File: src/rtl/sdram_arb.sv
// sdram_arb: two-client burst arbiter in front of one sdram_phy user port.
// Define SDRAM_ARB_FIXED_PRIO_EN for strict port-0 priority instead of round-robin.
module sdram_arb #(
    parameter int ADDR_W = 21,
    parameter int DATA_W = 32,
    parameter int LEN_W  = 9
) (
    input  logic              clk,
    input  logic              rst_n,
    input  logic              c0_req,
    input  logic              c0_we,
    input  logic [ADDR_W-1:0] c0_addr,
    input  logic [LEN_W-1:0]  c0_len,
    input  logic [DATA_W-1:0] c0_wdata,
    input  logic              c1_req,
    input  logic              c1_we,
    input  logic [ADDR_W-1:0] c1_addr,
    input  logic [LEN_W-1:0]  c1_len,
    input  logic [DATA_W-1:0] c1_wdata,
    output logic              c0_gnt,
    output logic              c0_wr_ack,
    output logic              c0_rd_vld,
    output logic              c1_gnt,
    output logic              c1_wr_ack,
    output logic              c1_rd_vld,
    output logic [DATA_W-1:0] rdata,
    output logic              busy,
    output logic              sdram_wr_req,
    output logic              sdram_rd_req,
    output logic [ADDR_W-1:0] sys_wraddr,
    output logic [ADDR_W-1:0] sys_rdaddr,
    output logic [LEN_W-1:0]  sdwr_byte,
    output logic [LEN_W-1:0]  sdrd_byte,
    output logic [DATA_W-1:0] sys_data_in,
    input  logic              sdram_wr_ack,
    input  logic              sdram_rd_ack,
    input  logic [DATA_W-1:0] sys_data_out,
    input  logic              sdram_busy,
    input  logic              sdram_init_done
);

    typedef enum logic [1:0] {
        S_IDLE,
        S_ISSUE,
        S_XFER,
        S_DRAIN
    } state_t;

    localparam logic [LEN_W-1:0] MAX_LEN = LEN_W'(256);
    localparam logic [LEN_W-1:0] ONE     = LEN_W'(1);

    state_t              state_q, state_d;
    logic                owner_q, owner_d;
    logic                we_q, we_d;
    logic [ADDR_W-1:0]   addr_q, addr_d;
    logic [LEN_W-1:0]    len_q, len_d;
    logic [LEN_W-1:0]    cnt_q, cnt_d;
    logic [1:0]          gnt_q, gnt_d;

    logic                eligible;
    logic                pick1;
    logic                ack_match;
    logic                live;
    logic [LEN_W-1:0]    cnt_inc;
    logic [LEN_W-1:0]    raw_len;
    logic [LEN_W-1:0]    fit_len;

`ifdef SDRAM_ARB_FIXED_PRIO_EN
    assign pick1 = !c0_req;
`else
    logic                last_q, last_d;

    // last_q holds the port served last; the other port wins a tie
    assign pick1 = c1_req & (!c0_req | !last_q);
`endif

    assign eligible  = sdram_init_done & !sdram_busy & (c0_req | c1_req);
    assign ack_match = we_q ? sdram_wr_ack : sdram_rd_ack;
    assign cnt_inc   = cnt_q + ONE;
    assign raw_len   = pick1 ? c1_len : c0_len;

    always_comb begin
        fit_len = raw_len;
        if (raw_len == '0) begin
            fit_len = ONE;
        end else if (raw_len > MAX_LEN) begin
            fit_len = MAX_LEN;
        end
    end

    always_comb begin
        state_d = state_q;
        owner_d = owner_q;
        we_d    = we_q;
        addr_d  = addr_q;
        len_d   = len_q;
        cnt_d   = cnt_q;
        gnt_d   = '0;
`ifndef SDRAM_ARB_FIXED_PRIO_EN
        last_d  = last_q;
`endif
        unique case (state_q)
            S_IDLE: begin
                if (eligible) begin
                    owner_d = pick1;
                    we_d    = pick1 ? c1_we : c0_we;
                    addr_d  = pick1 ? c1_addr : c0_addr;
                    len_d   = fit_len;
                    cnt_d   = '0;
                    gnt_d   = pick1 ? 2'b10 : 2'b01;
                    state_d = S_ISSUE;
                end
            end
            S_ISSUE: begin
                if (ack_match) begin
                    cnt_d   = ONE;
                    state_d = S_XFER;
                end
            end
            S_XFER: begin
                if (cnt_q == len_q) begin
                    state_d = S_DRAIN;
                end else if (ack_match) begin
                    cnt_d = cnt_inc;
                    if (cnt_inc == len_q) begin
                        state_d = S_DRAIN;
                    end
                end
            end
            S_DRAIN: begin
                if (!sdram_busy) begin
                    state_d = S_IDLE;
`ifndef SDRAM_ARB_FIXED_PRIO_EN
                    last_d  = owner_q;
`endif
                end
            end
            default: state_d = S_IDLE;
        endcase
    end

    always_ff @(posedge clk or negedge rst_n) begin
        if (!rst_n) begin
            state_q <= S_IDLE;
            owner_q <= 1'b0;
            we_q    <= 1'b0;
            addr_q  <= '0;
            len_q   <= '0;
            cnt_q   <= '0;
            gnt_q   <= '0;
        end else begin
            state_q <= state_d;
            owner_q <= owner_d;
            we_q    <= we_d;
            addr_q  <= addr_d;
            len_q   <= len_d;
            cnt_q   <= cnt_d;
            gnt_q   <= gnt_d;
        end
    end

`ifndef SDRAM_ARB_FIXED_PRIO_EN
    always_ff @(posedge clk or negedge rst_n) begin
        if (!rst_n) begin
            last_q <= 1'b1;
        end else begin
            last_q <= last_d;
        end
    end
`endif

    // strobes stop once the full burst has been counted
    assign live = (state_q == S_ISSUE) |
                  ((state_q == S_XFER) & (cnt_q != len_q));

    assign sdram_wr_req = (state_q == S_ISSUE) & we_q;
    assign sdram_rd_req = (state_q == S_ISSUE) & !we_q;
    assign sys_wraddr   = addr_q;
    assign sys_rdaddr   = addr_q;
    assign sdwr_byte    = len_q;
    assign sdrd_byte    = len_q;
    assign sys_data_in  = owner_q ? c1_wdata : c0_wdata;
    assign rdata        = sys_data_out;
    assign busy         = (state_q != S_IDLE);

    assign c0_gnt    = gnt_q[0];
    assign c1_gnt    = gnt_q[1];
    assign c0_wr_ack = live & sdram_wr_ack & !owner_q & we_q;
    assign c1_wr_ack = live & sdram_wr_ack & owner_q & we_q;
    assign c0_rd_vld = live & sdram_rd_ack & !owner_q & !we_q;
    assign c1_rd_vld = live & sdram_rd_ack & owner_q & !we_q;

endmodule

File: config.mk
export PLATFORM = sky130hd
export DESIGN_NAME = sdram_arb
export DESIGN_NICKNAME = d
export VERILOG_FILES = /design/src/rtl/sdram_arb.sv
export SDC_FILE = /design/constraint.sdc
export NUM_CORES = 1
export LEC_CHECK = 0
export BUFFER_PORTS_ARGS = -buffer_cell sky130_fd_sc_hd__clkbuf_2
export CELL_PAD_IN_SITES_DETAIL_PLACEMENT = 0
export CELL_PAD_IN_SITES_GLOBAL_PLACEMENT = 2
export CORE_MARGIN = 1.5
export CORE_UTILIZATION = 20
export DETAILED_ROUTE_END_ITERATION = 10
export GPL_ROUTABILITY_DRIVEN = 0
export PLACE_DENSITY = 0.87
export SYNTH_ARGS = -nofsm -noshare
export SYNTH_HDL_FRONTEND = slang
export SYNTH_SLANG_ARGS = --single-unit
File: constraint.sdc
create_clock -name clk -period 2.7 [get_ports clk]
set_input_delay 0.135 -clock clk [delete_from_list [all_inputs] [get_ports clk]]
set_output_delay 0.135 -clock clk [all_outputs]
set_load 0.03 [all_outputs]
# Word level (Yosys, flattened, before mapping)
# Cells that the tools add are included.
# totals
regBits,46
input_bits,166
out_inout_bits,133
wordCells,78
# op_classes
add_sub_neg,1
n_lt_le_gt_ge,1
n_eq_ne,13
muxes,22
n_bitwise,20
n_reduce_logical,13
# ops
op,n
9-bit 2-to-1 mux,7
32-bit 2-to-1 mux,1
9-bit one-hot mux with 3 select lines,1
21-bit 2-to-1 mux,1
9-bit equality test,2
2-bit 2-to-1 mux,9
1-bit AND,16
"2-bit != test, second input constant",5
5-bit AND reduction,2
"9-bit by 1-bit adder with 9-bit output, second input constant",1
"9-bit > comparator, second input constant",1
9-bit zero test,1
9-bit != test,1
2-bit one-hot mux with 4 select lines,1
"3-bit != test, second input constant",2
1-bit zero test,5
"2-bit equality test, second input constant",2
2-bit AND reduction,2
1-bit OR,3
3-bit nonzero test,1
"2-bit by 1-bit equality test with 1-bit output, second input constant",1
2-bit zero test,1
1-bit 2-to-1 mux,2
2-bit nonzero test,1
1-bit NOT,1

# Logic depth before layout (Yosys ltp)
# depth
ltp_word,7
ltp_mapped,9
ltp_nobuf,8

# Least setup slack after synthesis
# Ideal clock, no wire load.
# synth_timing
path_kind,register -> register
start,reg cnt_q[0]
end,reg state_q[1]
setup_time_ns,0.128
t_arrival_ns,2.014
required_ns,2.572
setup_slack_ns,0.558
path_stages_with_launch,9
path_buffers,1
synth_period_minus_slack_ns,2.142
cell_sequence,dfrtp_1 -> ha_1 -> clkbuf_1 -> and3_1 -> and3_1 -> nor4_1 -> nand4_1 -> a21oi_2 -> mux2_1
# synth_via
elab_chain_len,4
word_cells_on_any_way,8
cone_classes,1 x add/sub; 4 x eq/ne; 2 x mux; 1 x reduce/logical
# synth_lines
item,line,source
start: declaration,57,"logic [LEN_W-1:0] cnt_q, cnt_d;"
start signal: assignment,157,cnt_q <= cnt_d;
9-bit by 1-bit adder with 9-bit output,79,assign cnt_inc = cnt_q + ONE;
9-bit equality test,125,if (cnt_inc == len_q) begin
3-bit != test (no line),n/a,
5-bit AND reduction (no line),n/a,
end signal: assignment,152,state_q <= state_d;
end: declaration,52,"state_t state_q, state_d;"
# Several ways; a longest one is shown, not always the timed one.
# A chain may end at the register's enable or synchronous reset.

# Final worst setup path
# layout_timing
start,reg cnt_q[1]
end,reg state_q[1]
# Same word-level chain as after synthesis.

==> results.sh <==
export IMPL_end_kind="flop"
export IMPL_cp_slowest_cell="dfrtp_1"
export IMPL_leakage_nw=2.45
export IMPL_register_area_mm2=0.00115
export IMPL_synth_top_area_share_pct=31.7
export IMPL_grt_pass1_wl_um=16900
export IMPL_firstDrtPassIters=4
export IMPL_wl_per_cell_um=14.9
export IMPL_synth_compound_area_share_pct=12.8
export IMPL_drc=0
export IMPL_layout_setup_ws_ns=0.215
export IMPL_drv_cap=0
export IMPL_clock_skew_ns=0.00371
export IMPL_syn_nets=550
export IMPL_ys_ff_latch=46
export IMPL_viasPerCell=4.18
export IMPL_antenna_found_initial=0
export IMPL_yosys_warnings=0
export IMPL_netlist_instances=378
export IMPL_dpl_cell_area_mm2=0.00451
export IMPL_post_route_period_util_pct=92.0
export IMPL_ant_nets=0
export IMPL_path_cells="ha_1 -> and3_1 -> a31oi_1 -> nor4_1 -> nand4_1 -> a21oi_2 -> mux2_1"
export IMPL_cts_tree="yes"
export IMPL_power_density_mw_per_mm2=1150
export IMPL_dp_cells=762
export IMPL_cts_resized=0
export IMPL_ys_seq_area_share_pct=32.4
export IMPL_syn_area_per_cell_um2=9.40
export IMPL_pwr_share_clk_pct=15.3
export IMPL_synth_area_mm2=0.00355
export IMPL_grt_pass1_vias=3066
export IMPL_route_vias_total=3215
export IMPL_ys_top_cells_by_area="dfrtp_1 32%, buf_4 13%, mux2_2 11%"
export IMPL_fill_cells=1862
export IMPL_critPathMaxFanout=10
export IMPL_track_usage_pct=11.8
export IMPL_setup_viol_count_final=0
export IMPL_p_comb_share_pct=61.1
export IMPL_dpl_hpwl_um=9480
export IMPL_cts_sinks=46
export IMPL_synth_edff_count=0
export IMPL_crit_buf_inv=0
export IMPL_worst_slew_pin_slew_ns=0.988
export IMPL_final_area_mm2=0.00471
export IMPL_coreArea_mm2=0.0174
export IMPL_cts_max_path_buffers=2
export IMPL_cts_root_buffer="clkbuf_16"
export IMPL_fmax_ghz=0.402
export IMPL_yosys_mux_area_fraction_pct=20.5
export IMPL_drt_iter0_drc=106
export IMPL_layout_nets=716
export IMPL_die_width_um=136
export IMPL_rsz0062_at_grt="false"
export IMPL_slowest_delay_ns=0.47
export IMPL_seqPwrFrac_pct=23.6
export IMPL_min_period_ns=2.49
export IMPL_grt_start_max_net_pins=38
export IMPL_synth_simple_area_share_pct=12.5
export IMPL_die_area_mm2=0.0186
export IMPL_ys_flop_type="dfrtp_1"
export IMPL_synth_top_family_by_area="multiplexers"
export IMPL_switching_share_pct=51.7
export IMPL_cts_made_buffers=5
export IMPL_insertedDiodeCount=0
export IMPL_postRouteWirelength_um=11500
export IMPL_pre_cts_slack_ns=0.310
export IMPL_syn_to_final_growth_pct=32.5
export IMPL_yosysMostFrequentCell="buf_4"
export IMPL_max_slew_margin_pct=34.2
export IMPL_report_final_hold_viol_count=2
export IMPL_synthAdderAreaFrac_pct=2.11
export IMPL_synth_xor_area_share_pct=3.17
export IMPL_cts_hold_buf=0
export IMPL_clk_latency_ns=0.29
export IMPL_finalSetupTns_ns=0
export IMPL_cp_arrival_ns=2.66
export IMPL_rows=48
export IMPL_p_switching_w=0.00281
export IMPL_violations="hold timing"
export IMPL_irDropWorstVdd_mv=0.528
export IMPL_critical_path_top_delay_family="simple AND/OR/NAND/NOR gates"
export IMPL_multiInputGateArea_mm2=0.00183
export IMPL_yosysTopAreaCell="dfrtp_1"
export IMPL_crit_required_ns=2.87
export IMPL_power_internal_w=0.00263
export IMPL_status="complete, but fails checks"
export IMPL_final_cells=770
export IMPL_synth_common_cells="63 x buf_4, 45 x dfrtp_1, 38 x o21ai_0"
export IMPL_criticalPathCategory="flop to flop"
export IMPL_die_h_um=136
export IMPL_drive_gt1_share_pct=54.7
export IMPL_clk_pin_slew_ns=0.06
export IMPL_ys_async_sr_fraction_pct=100
export IMPL_slew_violations=0
export IMPL_critPathLaunchType="flop"
export IMPL_portBuffers=234
export IMPL_start_util_pct=20.5
export IMPL_ioPinCount=299
export IMPL_cts_setup_buffers=0
export IMPL_hold_slack_ns=-0.00402
export IMPL_synth_cell_types=51
export IMPL_grt_ovfl_total=0
export IMPL_htree_levels=2
export IMPL_min_path_type="primary input to async pin"
[layout by cell type (no fill, tap or decap), types with 3 or more instances in the layout]
cell type  synthesis  final
buf_4             63      8
nor2_1             9      9
a31oi_1            3      3
o31ai_1            8      8
nor2b_1            4      4
mux2i_1           31     31
nand3_1            8      8
inv_1              4      4
or3_1              3      3
a21oi_1            5      5
ha_1               6      6
nand4_1            3      3
nand2_1           37     36
clkbuf_2           0    234
dfrtp_1           45     45
and3_1             5      5
mux2_2            36     36
nor3_1             4      4
xnor2_1           10     10
o21ai_0           38     38
clkbuf_16          0      5
nand2b_1           3      3
[through the flow]
stage,hold slack [ns],total power [W],utilization [%]
after floorplan,-0.161,0.00384,-
after global placement,0.270,0.00464,26.0
after detailed placement,0.270,0.00465,26.0
after CTS,0.0460,0.00551,27.1
after global routing,0.0899,0.00580,27.1
final,-0.00402,0.00544,27.1
[registers in the layout (all words and copies together) (netlist names)]
register	flops
sdrd_byte	9
last_q	1
cnt_q	9
owner_q	1
gnt_q	2
sys_rdaddr	21
state_q	2
we_q	1
[logic make-up after synthesis]
logic type,Yosys count
AO/OA/AOI/OAI,71
XOR/XNOR,12
adder cells (fa/ha/maj),6
buffers and inverters,87
flip-flops,46
multiplexers,68
AND/OR/NAND/NOR,88
[layout make-up]
class	count	share of cell area [%]
multi-input combinational	245	38.9
tap	225	5.98
inverter	4	0.319
timing repair buffer	242	26.1
clock buffer	6	2.95
sequential	46	24.5
clock inverter	2	1.28
[layer usage]
metal  vias up  track usage (%)  share of wire [%]
met5         -                0                  0
met4         0             3.25                1.6
met3        17             2.57                5.2
met2       118             18.3                 47
met1      1480             16.5                 46
li1       1600                -                  -
[power groups by stage]
stage	clock network [W]	registers (W)	logic (W)
final	0.000834	0.00128	0.00332
after floorplan	0	0.00157	0.00227
after detailed placement	0	0.00130	0.00335
after CTS	0.000856	0.00130	0.00336
after global routing	0.000886	0.00134	0.00358
after global placement	0	0.00130	0.00335
[final timing paths]
path / startpoint / to / slack (ns) / depth (start not counted)
worst max register to register: cnt_q[1] / state_q[1] / 0.21 / 7
min in group clk: c0_addr[13] / sys_rdaddr[13] / 0.13 / 3
worst min register to register: sys_rdaddr[19] / sys_rdaddr[19] / 0.51 / 2
worst max-delay path: cnt_q[1] / state_q[1] / 0.21 / 7
worst min-delay path: rst_n / sdrd_byte[1] / -0.004 / 1
max in group asynchronous: rst_n / last_q / 1.94 / 2
(Power assumes the default switching activity.)
